### config.mk
export PLATFORM = sky130hd
export DESIGN_NAME = mem_port_arbiter
export DESIGN_NICKNAME = d
export VERILOG_FILES = /design/src/rtl/mem_port_arbiter_pkg.sv /design/src/rtl/arb_winner_select.sv /design/src/rtl/mem_port_arbiter.sv
export SDC_FILE = /design/constraint.sdc
export NUM_CORES = 1
export LEC_CHECK = 0
export CORE_ASPECT_RATIO = 1.4
export CORE_MARGIN = 3
export CORE_UTILIZATION = 42
export DETAILED_ROUTE_END_ITERATION = 10
export GPL_TIMING_DRIVEN = 0
export PLACE_DENSITY = 0.8
export SLEW_MARGIN = 20
export SYNTH_ARGS = -nofsm -noshare
export SYNTH_HDL_FRONTEND = slang
export SYNTH_SLANG_ARGS = --single-unit
### constraint.sdc
create_clock -name clk -period 2.5 [get_ports clk]
set_input_delay 0.5 -clock clk [delete_from_list [all_inputs] [get_ports clk]]
set_output_delay 0.5 -clock clk [all_outputs]
set_load 0.03 [all_outputs]
### src/rtl/mem_port_arbiter_pkg.sv
// Memory access mode encodings shared with the processor, plus the
// state and owner types used by the memory port arbiter.
package mem_port_arbiter_pkg;

  typedef enum logic [2:0] {
    ReadWriteMode_NONE          = 3'd0,
    ReadWriteMode_BYTE          = 3'd1,
    ReadWriteMode_HALF          = 3'd2,
    ReadWriteMode_WORD          = 3'd3,
    ReadWriteMode_BYTE_UNSIGNED = 3'd4,
    ReadWriteMode_HALF_UNSIGNED = 3'd5
  } ReadWriteModes;

  typedef enum logic [1:0] {
    IDLE  = 2'd0,
    ISSUE = 2'd1,
    WAIT  = 2'd2,
    ACK   = 2'd3
  } arb_state_t;

  typedef enum logic [1:0] {
    OWNER_NONE = 2'd0,
    OWNER_CORE = 2'd1,
    OWNER_HOST = 2'd2
  } arb_owner_t;

endpackage

### src/rtl/arb_winner_select.sv
// Combinational grant decision for the memory port arbiter.
// Default is bounded host priority; ARB_ROUND_ROBIN_EN selects alternating grants.
import mem_port_arbiter_pkg::*;

module arb_winner_select #(
  parameter int HOST_BURST_MAX = 4
) (
  input  logic       coreReq,
  input  logic       hostReq,
  input  logic [3:0] streak,
  input  logic [1:0] lastOwner,
  output logic [1:0] winner
);

`ifdef ARB_ROUND_ROBIN_EN
  logic unusedStreak;
  assign unusedStreak = ^streak;

  // On contention the requester not served last goes next; after reset lastOwner is NONE, so host first.
  always_comb begin
    winner = OWNER_NONE;
    if (hostReq && coreReq) begin
      winner = (lastOwner == OWNER_HOST) ? OWNER_CORE : OWNER_HOST;
    end else if (hostReq) begin
      winner = OWNER_HOST;
    end else if (coreReq) begin
      winner = OWNER_CORE;
    end
  end
`else
  localparam logic [3:0] BurstMax = 4'(HOST_BURST_MAX);

  logic unusedLastOwner;
  assign unusedLastOwner = ^lastOwner;

  // Host wins until it has taken BurstMax grants in a row while the core waits.
  always_comb begin
    winner = OWNER_NONE;
    if (hostReq && !(coreReq && (streak == BurstMax))) begin
      winner = OWNER_HOST;
    end else if (coreReq) begin
      winner = OWNER_CORE;
    end
  end
`endif

endmodule

### src/rtl/mem_port_arbiter.sv
// Request/acknowledge arbiter sharing the memory port between core and host; ack READ_LATENCY+2 cycles after grant.
// Core is stalled until its ack; define ARB_ROUND_ROBIN_EN for alternating grants instead of bounded host priority.
import mem_port_arbiter_pkg::*;

module mem_port_arbiter #(
  parameter int READ_LATENCY   = 1,
  parameter int HOST_BURST_MAX = 4
) (
  input  logic        clk,
  input  logic        rst,
  input  logic        core_req,
  input  logic [31:0] core_addr,
  input  logic [31:0] core_wdata,
  input  logic [2:0]  core_read_mode,
  input  logic [2:0]  core_write_mode,
  output logic [31:0] core_rdata,
  output logic        core_ack,
  output logic        core_stall,
  input  logic        host_req,
  input  logic        host_write,
  input  logic [31:0] host_addr,
  input  logic [31:0] host_wdata,
  output logic [31:0] host_rdata,
  output logic        host_ack,
  output logic [31:0] mem_addr,
  output logic [31:0] mem_wdata,
  output logic [2:0]  mem_read_mode,
  output logic [2:0]  mem_write_mode,
  input  logic [31:0] mem_rdata
);

  localparam logic [2:0] LastWait = 3'(READ_LATENCY - 1);
  localparam logic [3:0] BurstMax = 4'(HOST_BURST_MAX);

  arb_state_t state;
  arb_owner_t owner;
  arb_owner_t lastOwner;
  logic [3:0] streak;
  logic [2:0] waitCnt;
  logic [2:0] regReadMode;
  logic [2:0] regWriteMode;
  logic [1:0] winner;
  logic [2:0] coreEffReadMode;

  arb_winner_select #(
    .HOST_BURST_MAX(HOST_BURST_MAX)
  ) uWinnerSelect (
    .coreReq   (core_req),
    .hostReq   (host_req),
    .streak    (streak),
    .lastOwner (lastOwner),
    .winner    (winner)
  );

  // A core request carrying both modes performs only the write.
  assign coreEffReadMode = (core_write_mode != ReadWriteMode_NONE) ? ReadWriteMode_NONE : core_read_mode;

  assign mem_read_mode  = (state == ISSUE) ? regReadMode  : ReadWriteMode_NONE;
  assign mem_write_mode = (state == ISSUE) ? regWriteMode : ReadWriteMode_NONE;
  assign core_stall     = core_req & ~core_ack;

  always_ff @(posedge clk or negedge rst) begin
    if (!rst) begin
      state        <= IDLE;
      owner        <= OWNER_NONE;
      lastOwner    <= OWNER_NONE;
      streak       <= '0;
      waitCnt      <= '0;
      regReadMode  <= ReadWriteMode_NONE;
      regWriteMode <= ReadWriteMode_NONE;
      mem_addr     <= '0;
      mem_wdata    <= '0;
      core_rdata   <= '0;
      host_rdata   <= '0;
      core_ack     <= 1'b0;
      host_ack     <= 1'b0;
    end else begin
      core_ack <= 1'b0;
      host_ack <= 1'b0;
      case (state)
        IDLE: begin
          if (!host_req) begin
            streak <= '0;
          end
          if (winner == OWNER_HOST) begin
            streak       <= (streak == BurstMax) ? streak : streak + 4'd1;
            mem_addr     <= host_addr;
            mem_wdata    <= host_wdata;
            regWriteMode <= host_write ? ReadWriteMode_WORD : ReadWriteMode_NONE;
            regReadMode  <= host_write ? ReadWriteMode_NONE : ReadWriteMode_WORD;
            owner        <= OWNER_HOST;
            lastOwner    <= OWNER_HOST;
            state        <= ISSUE;
          end else if (winner == OWNER_CORE) begin
            streak       <= '0;
            mem_addr     <= core_addr;
            mem_wdata    <= core_wdata;
            regWriteMode <= core_write_mode;
            regReadMode  <= coreEffReadMode;
            owner        <= OWNER_CORE;
            lastOwner    <= OWNER_CORE;
            state        <= ISSUE;
          end
        end
        ISSUE: begin
          waitCnt <= '0;
          state   <= WAIT;
        end
        WAIT: begin
          if (waitCnt == LastWait) begin
            // Data is valid in the last WAIT cycle; the ack cycle presents it registered.
            if (owner == OWNER_HOST) begin
              host_rdata <= mem_rdata;
              host_ack   <= 1'b1;
            end else if (owner == OWNER_CORE) begin
              core_rdata <= (regReadMode == ReadWriteMode_NONE) ? 32'd0 : mem_rdata;
              core_ack   <= 1'b1;
            end
            state <= ACK;
          end else begin
            waitCnt <= waitCnt + 3'd1;
          end
        end
        ACK: begin
          owner <= OWNER_NONE;
          state <= IDLE;
        end
        default: state <= IDLE;
      endcase
    end
  end

endmodule
# Word level (Yosys, flattened, before mapping)
# Index checks and enable logic that the tools add are counted.
dict set report classes {
  addsub 2
  eq_ne 13
  mux 35
  n_bitwise 3
  reduce_logical 17
}
# operator n
set op_table {}
lappend op_table {{32-bit two-way mux} 5}
lappend op_table {{3-bit two-way mux} 8}
lappend op_table {{4-bit two-way mux} 4}
lappend op_table {{2-bit two-way mux} 7}
lappend op_table {{2-bit == test, second input constant} 4}
lappend op_table {{1-bit two-way mux} 8}
lappend op_table {{2-bit case mux with 4 select lines} 1}
lappend op_table {{2-bit AND reduction} 4}
lappend op_table {{2-bit by 1-bit == test with 1-bit output, second input constant} 3}
lappend op_table {{3-bit zero test} 2}
lappend op_table {{2-bit inequality test, second input constant} 3}
lappend op_table {{3-bit case mux with 2 select lines} 1}
lappend op_table {{3-bit AND reduction} 2}
lappend op_table {{2-bit nonzero test} 3}
lappend op_table {{4-bit by 1-bit adder with 4-bit output, second input constant} 1}
lappend op_table {{4-bit by 3-bit == test with 1-bit output, second input constant} 1}
lappend op_table {{2-bit case mux with 2 select lines} 1}
lappend op_table {{4-bit AND reduction} 1}
lappend op_table {{3-bit by 1-bit adder with 3-bit output, second input constant} 1}
lappend op_table {{3-bit by 1-bit inequality test with 1-bit output, second input constant} 1}
lappend op_table {{3-bit inequality test, second input constant} 1}
lappend op_table {{3-bit nonzero test} 1}
lappend op_table {{1-bit logical AND} 2}
lappend op_table {{2-bit zero test} 1}
lappend op_table {{3 further kinds} 4}
dict set report word_totals {
  register_bits 147
  out_inout_bits 137
  word_cells 82
}

# Longest topological paths before layout
dict set report logic_depth {
  word_depth 9
  ltp_mapped 7
  mapped_depth_nobuf 5
}

# Modules after synthesis
# From an unflattened synthesis, not the netlist that was laid out.
dict set report unflattened {
  hier_cells 570
  area_unflattened_um2 6779.0
}
# mod instances cells_each area_each_um2 seq_area_each_um2
set by_module_without_submodules {}
lappend by_module_without_submodules {mem_port_arbiter 1 566 6739.0 3728.6}
lappend by_module_without_submodules {arb_winner_select 1 4 40.0 0.0}

# Worst setup path after synthesis
# OpenSTA, ideal clock, no wires.
dict set report synth_timing {
  kind {register to register}
  startpoint {register state[0]}
  endpoint {register host_rdata[11]}
  setup_ps 125
  t_arrival_ps 1768
  required_time_ps 2375
  slack_ps 607
  stages_incl_launch_ff 7
  path_buffers 1
  period_less_slack_ps 1893
  path_cell_list {dfrtp_1 inv_1 ha_1 nand3b_4 nor3b_4 buf_6 mux2_2}
}
dict set report synth_between {
  elab_chain_cells 2
}
# element line
set synth_rtl {}
lappend synth_rtl {{start, declared} mem_port_arbiter.sv:35} ;# arb_state_t state;
lappend synth_rtl {{start signal, assigned} mem_port_arbiter.sv:64} ;# state <= IDLE;
lappend synth_rtl {{start signal, assigned} mem_port_arbiter.sv:93} ;# state <= ISSUE;
lappend synth_rtl {{start signal, assigned} mem_port_arbiter.sv:102} ;# state <= ISSUE;
lappend synth_rtl {{2-bit == test} mem_port_arbiter.sv:80} ;# case (state)
lappend synth_rtl {{3-bit AND reduction (no line)} n/a}
lappend synth_rtl {{end signal, assigned} mem_port_arbiter.sv:113} ;# host_rdata <= mem_rdata;
lappend synth_rtl {{end, declared} mem_port_arbiter.sv:23} ;# output logic [31:0] host_rdata,
# No other way between the ends.
# A chain may end at the register's enable or synchronous reset.

# Final worst setup path
dict set report layout_timing {
  startpoint {register state[1]}
  endpoint {output port mem_read_mode[2]}
}
dict set report layout_between {
  elab_chain_cells 2
}
# element line
set layout_rtl {}
lappend layout_rtl {{2-bit by 1-bit == test with 1-bit output} mem_port_arbiter.sv:58} ;# assign mem_read_mode = (state == ISSUE) ? regReadMode : ReadWriteMode_NONE;
lappend layout_rtl {{3-bit two-way mux} mem_port_arbiter.sv:58}
lappend layout_rtl {{end, declared} mem_port_arbiter.sv:27} ;# output logic [2:0] mem_read_mode,
# No other way between the ends.

==> impl_metrics.py <==
metrics = {
    "global_route": {
        "grt_max_degree": 77,
        "grt_pass1_wl_microns": 35000,
        "grt_overflow_total": 0,
        "grt_antenna_before_repair": 0,
        "grt_pass1_vias": 6596,
        "grt_use_total": 0.250,
    },
    "placed_design": {
        "place.gp.congestion": 0.855,
        "hpwl_microns": 17300,
        "port_buffers": 306,
        "post-place-ws_ns": -0.181,
    },
    "sta": {
        "fin_ws_ns": 0.224,
        "fin_skew_ns": 0.0126,
        "max_freq_mhz": 439,
        "setup_viol": 0,
        "min_period_over_period": 0.910,
        "max_slew_margin": 0.530,
        "worstMarginPinSlew_ns": 0.699,
        "period_minus_slack_ns": 2.28,
        "rsz0062_at_grt": "false",
        "drv_slew": 0,
        "finalHoldViolCount": 0,
    },
    "clock_network": {
        "clock-sinks": 147,
        "post_cts_buffers": 0,
        "postCtsResizedCells": 7,
        "clock_latency_ns": 0.42,
        "ctsRootBufferMaster": "clkbuf_16",
        "cts_made_buffers": 17,
        "clockBufferDepth": 2,
        "clk_pin_slew_worst_paths_ns": 0.07,
        "cts_tree": "built",
        "cts_hold_buf": 0,
        "h-tree-depth": 4,
    },
    "critical_path": {
        "path_class": "flop to output port",
        "crit_family": "buffers and inverters",
        "cp.required_ns": 2.00,
        "max_stage_delay_ns": 0.44,
        "crit_path_top_delay_cell": "dlygate4sd2_1",
        "worst_setup_path_end_kind": "output port",
        "r2r_slack_ns": 0.28,
        "cp-start-kind": "flop",
        "crit_chain": "inv_1 -> ha_1 -> and2_1 -> dlygate4sd2_1",
        "cp_max_fo": 7,
        "worst-path-buf-inv": 2,
        "arrival_ns": 1.78,
    },
    "die": {
        "boundaryPins": 308,
        "die_h_microns": 158,
        "dieWidth_microns": 114,
        "row_count": 54,
        "fp.coreArea_sq_mm": 0.0158,
        "dieArea_sq_mm": 0.0180,
        "start_util": 0.436,
    },
    "synth": {
        "ys_warn_count": 0,
        "yosysSeqAreaShare": 0.534,
        "synthMostInstantiatedCell": "dfrtp_1",
        "synthCells": 647,
        "synth_edf_count": 0,
        "synth_flop_cell": "dfrtp_1",
        "synth_nets": 827,
        "syn_avg_cell_area_sq_um": 10.6,
        "netlist.top_cell.by_area": "dfrtp_1",
        "syn_area_sq_mm": 0.00689,
        "async_reset_ff_frac": 1.00,
        "ys_types": 40,
        "synth_seq_cells": 147,
        "synth_top_area_frac": 0.534,
        "synthTopCellsByArea": "dfrtp_1 (53%), mux2_2 (9.6%), nand2_1 (7.4%)",
        "synth_commonest_cells": "dfrtp_1 (147), nand2_1 (135), nand4_1 (66)",
    },
    "drt": {
        "drt-pass1-iter-count": 4,
        "drc": 0,
        "ant_nets": 0,
        "drtIter0Drc": 340,
        "drt_wl_total_microns": 22600,
        "routed_via_density": 5.37,
        "routedWlPerCell_microns": 19.1,
        "vias": 6353,
    },
    "outcome": {
        "run_status": "finished clean",
    },
    "layout": {
        "syn_to_final_growth_pct": 57.6,
        "fin_util": 0.687,
        "drive_gt1_frac": 0.113,
        "n_antenna_cell": 0,
        "nets": 1153,
    },
    "power": {
        "power.leakage_nw": 4.49,
        "irDropWorstVdd_mv": 0.835,
        "power_density_mw_per_mm2": 1320,
    },
    "run": {
        "maxCapViolations": 0,
    },
    "worst_hold_path": {
        "hold_path.class": "primary input to async pin",
    },
}
-- flip-flops by register name, summed over array words and instances, names as in the netlist --
name          count
core_ack          1
core_rdata       32
host_ack          1
host_rdata       32
mem_addr         32
mem_wdata        32
owner             2
regReadMode       3
regWriteMode      3
state             2
streak            4
waitCnt           3
-- layer usage --
layer / up-vias / part of all wire / track usage
met4: 0 / 0.028 / 0.0917
met3: 38 / 0.076 / 0.0715
met1: 3070 / 0.37 / 0.275
met2: 274 / 0.52 / 0.456
li1: 2971 / - / -
met5: - / 0 / 0
-- final timing paths --
path                       depth (start not counted)            from                to
max in group asynchronous                          2             rst          state[0]
max reg2reg                                        7       streak[0]       mem_addr[9]
min                                                1             rst     host_rdata[3]
max                                                4        state[1]  mem_read_mode[2]
min reg2reg                                        1  host_rdata[10]    host_rdata[10]
min in group clk                                   1  host_rdata[10]    host_rdata[10]
-- metrics by stage --
stage          TNS [ns]  cells  power [mW]  hold WS (ns)  area, sq um
2_1_floorplan         0    647        8.40         0.204         6890
3_3_place_gp    -763.39   1149        11.5         0.460        10200
3_5_place_dp      -5.47   1150        11.7         0.473        10200
4_1_cts               0   1182        14.4        0.0748        10900
5_1_grt               0   1182        15.1        0.0981        10900
6_report              0   1182        14.3        0.0692        10900
-- cell usage in the layout (no fill, tap or decap), drive strengths merged, types with 2 or more instances in the layout --
| cell type | count |
|---|---|
| nand2b | 2 |
| a21oi | 7 |
| o211ai | 64 |
| dfrtp | 147 |
| bufinv | 3 |
| mux2 | 65 |
| and2b | 19 |
| ha | 9 |
| a31oi | 4 |
| o22a | 2 |
| nand2 | 135 |
| mux2i | 2 |
| nand4 | 66 |
| dlygate4sd2 | 7 |
| inv | 19 |
| nor3 | 3 |
| nand3b | 2 |
| nor2b | 14 |
| clkinv | 3 |
| buf | 18 |
| o31ai | 2 |
| and2 | 6 |
| o21ai | 9 |
| clkbuf | 55 |
| nor2 | 7 |
| a22o | 2 |
| o211a | 2 |
| nor3b | 4 |
| or3 | 2 |
| clkdlybuf4s50 | 298 |
-- logic make-up after synthesis --
group                      count (synthesis)  share of synthesized area
adders and majority gates                  9                     0.0163
AOI/OAI and AO/OA                         95                     0.0983
buffers and inverters                     64                     0.0430
and+or+nand+nor                          265                      0.199
muxes                                     67                      0.109
DFF                                      147                      0.534
-- report_power, final --
part	switching, mW	leakage, nW	total [mW]	internal (mW)
sequential	0.608	1.82	4.10	3.49
clock	1.13	0.313	2.76	1.62
combinational	4.31	2.36	7.48	3.17
total	6.05	4.49	14.3	8.29
-- cell type report --
type / count / area [sq um]
plain buffers: 54 / 259
clock buffers: 17 / 425
multi-input cells: 436 / 2910
inverters: 10 / 37.5
repair buffers: 307 / 3090
fillers: 1277 / 4960
well taps: 196 / 245
clock inverters: 15 / 208
flip-flops and latches: 147 / 3680
Note: power is estimated with default switching activity, not from simulation.
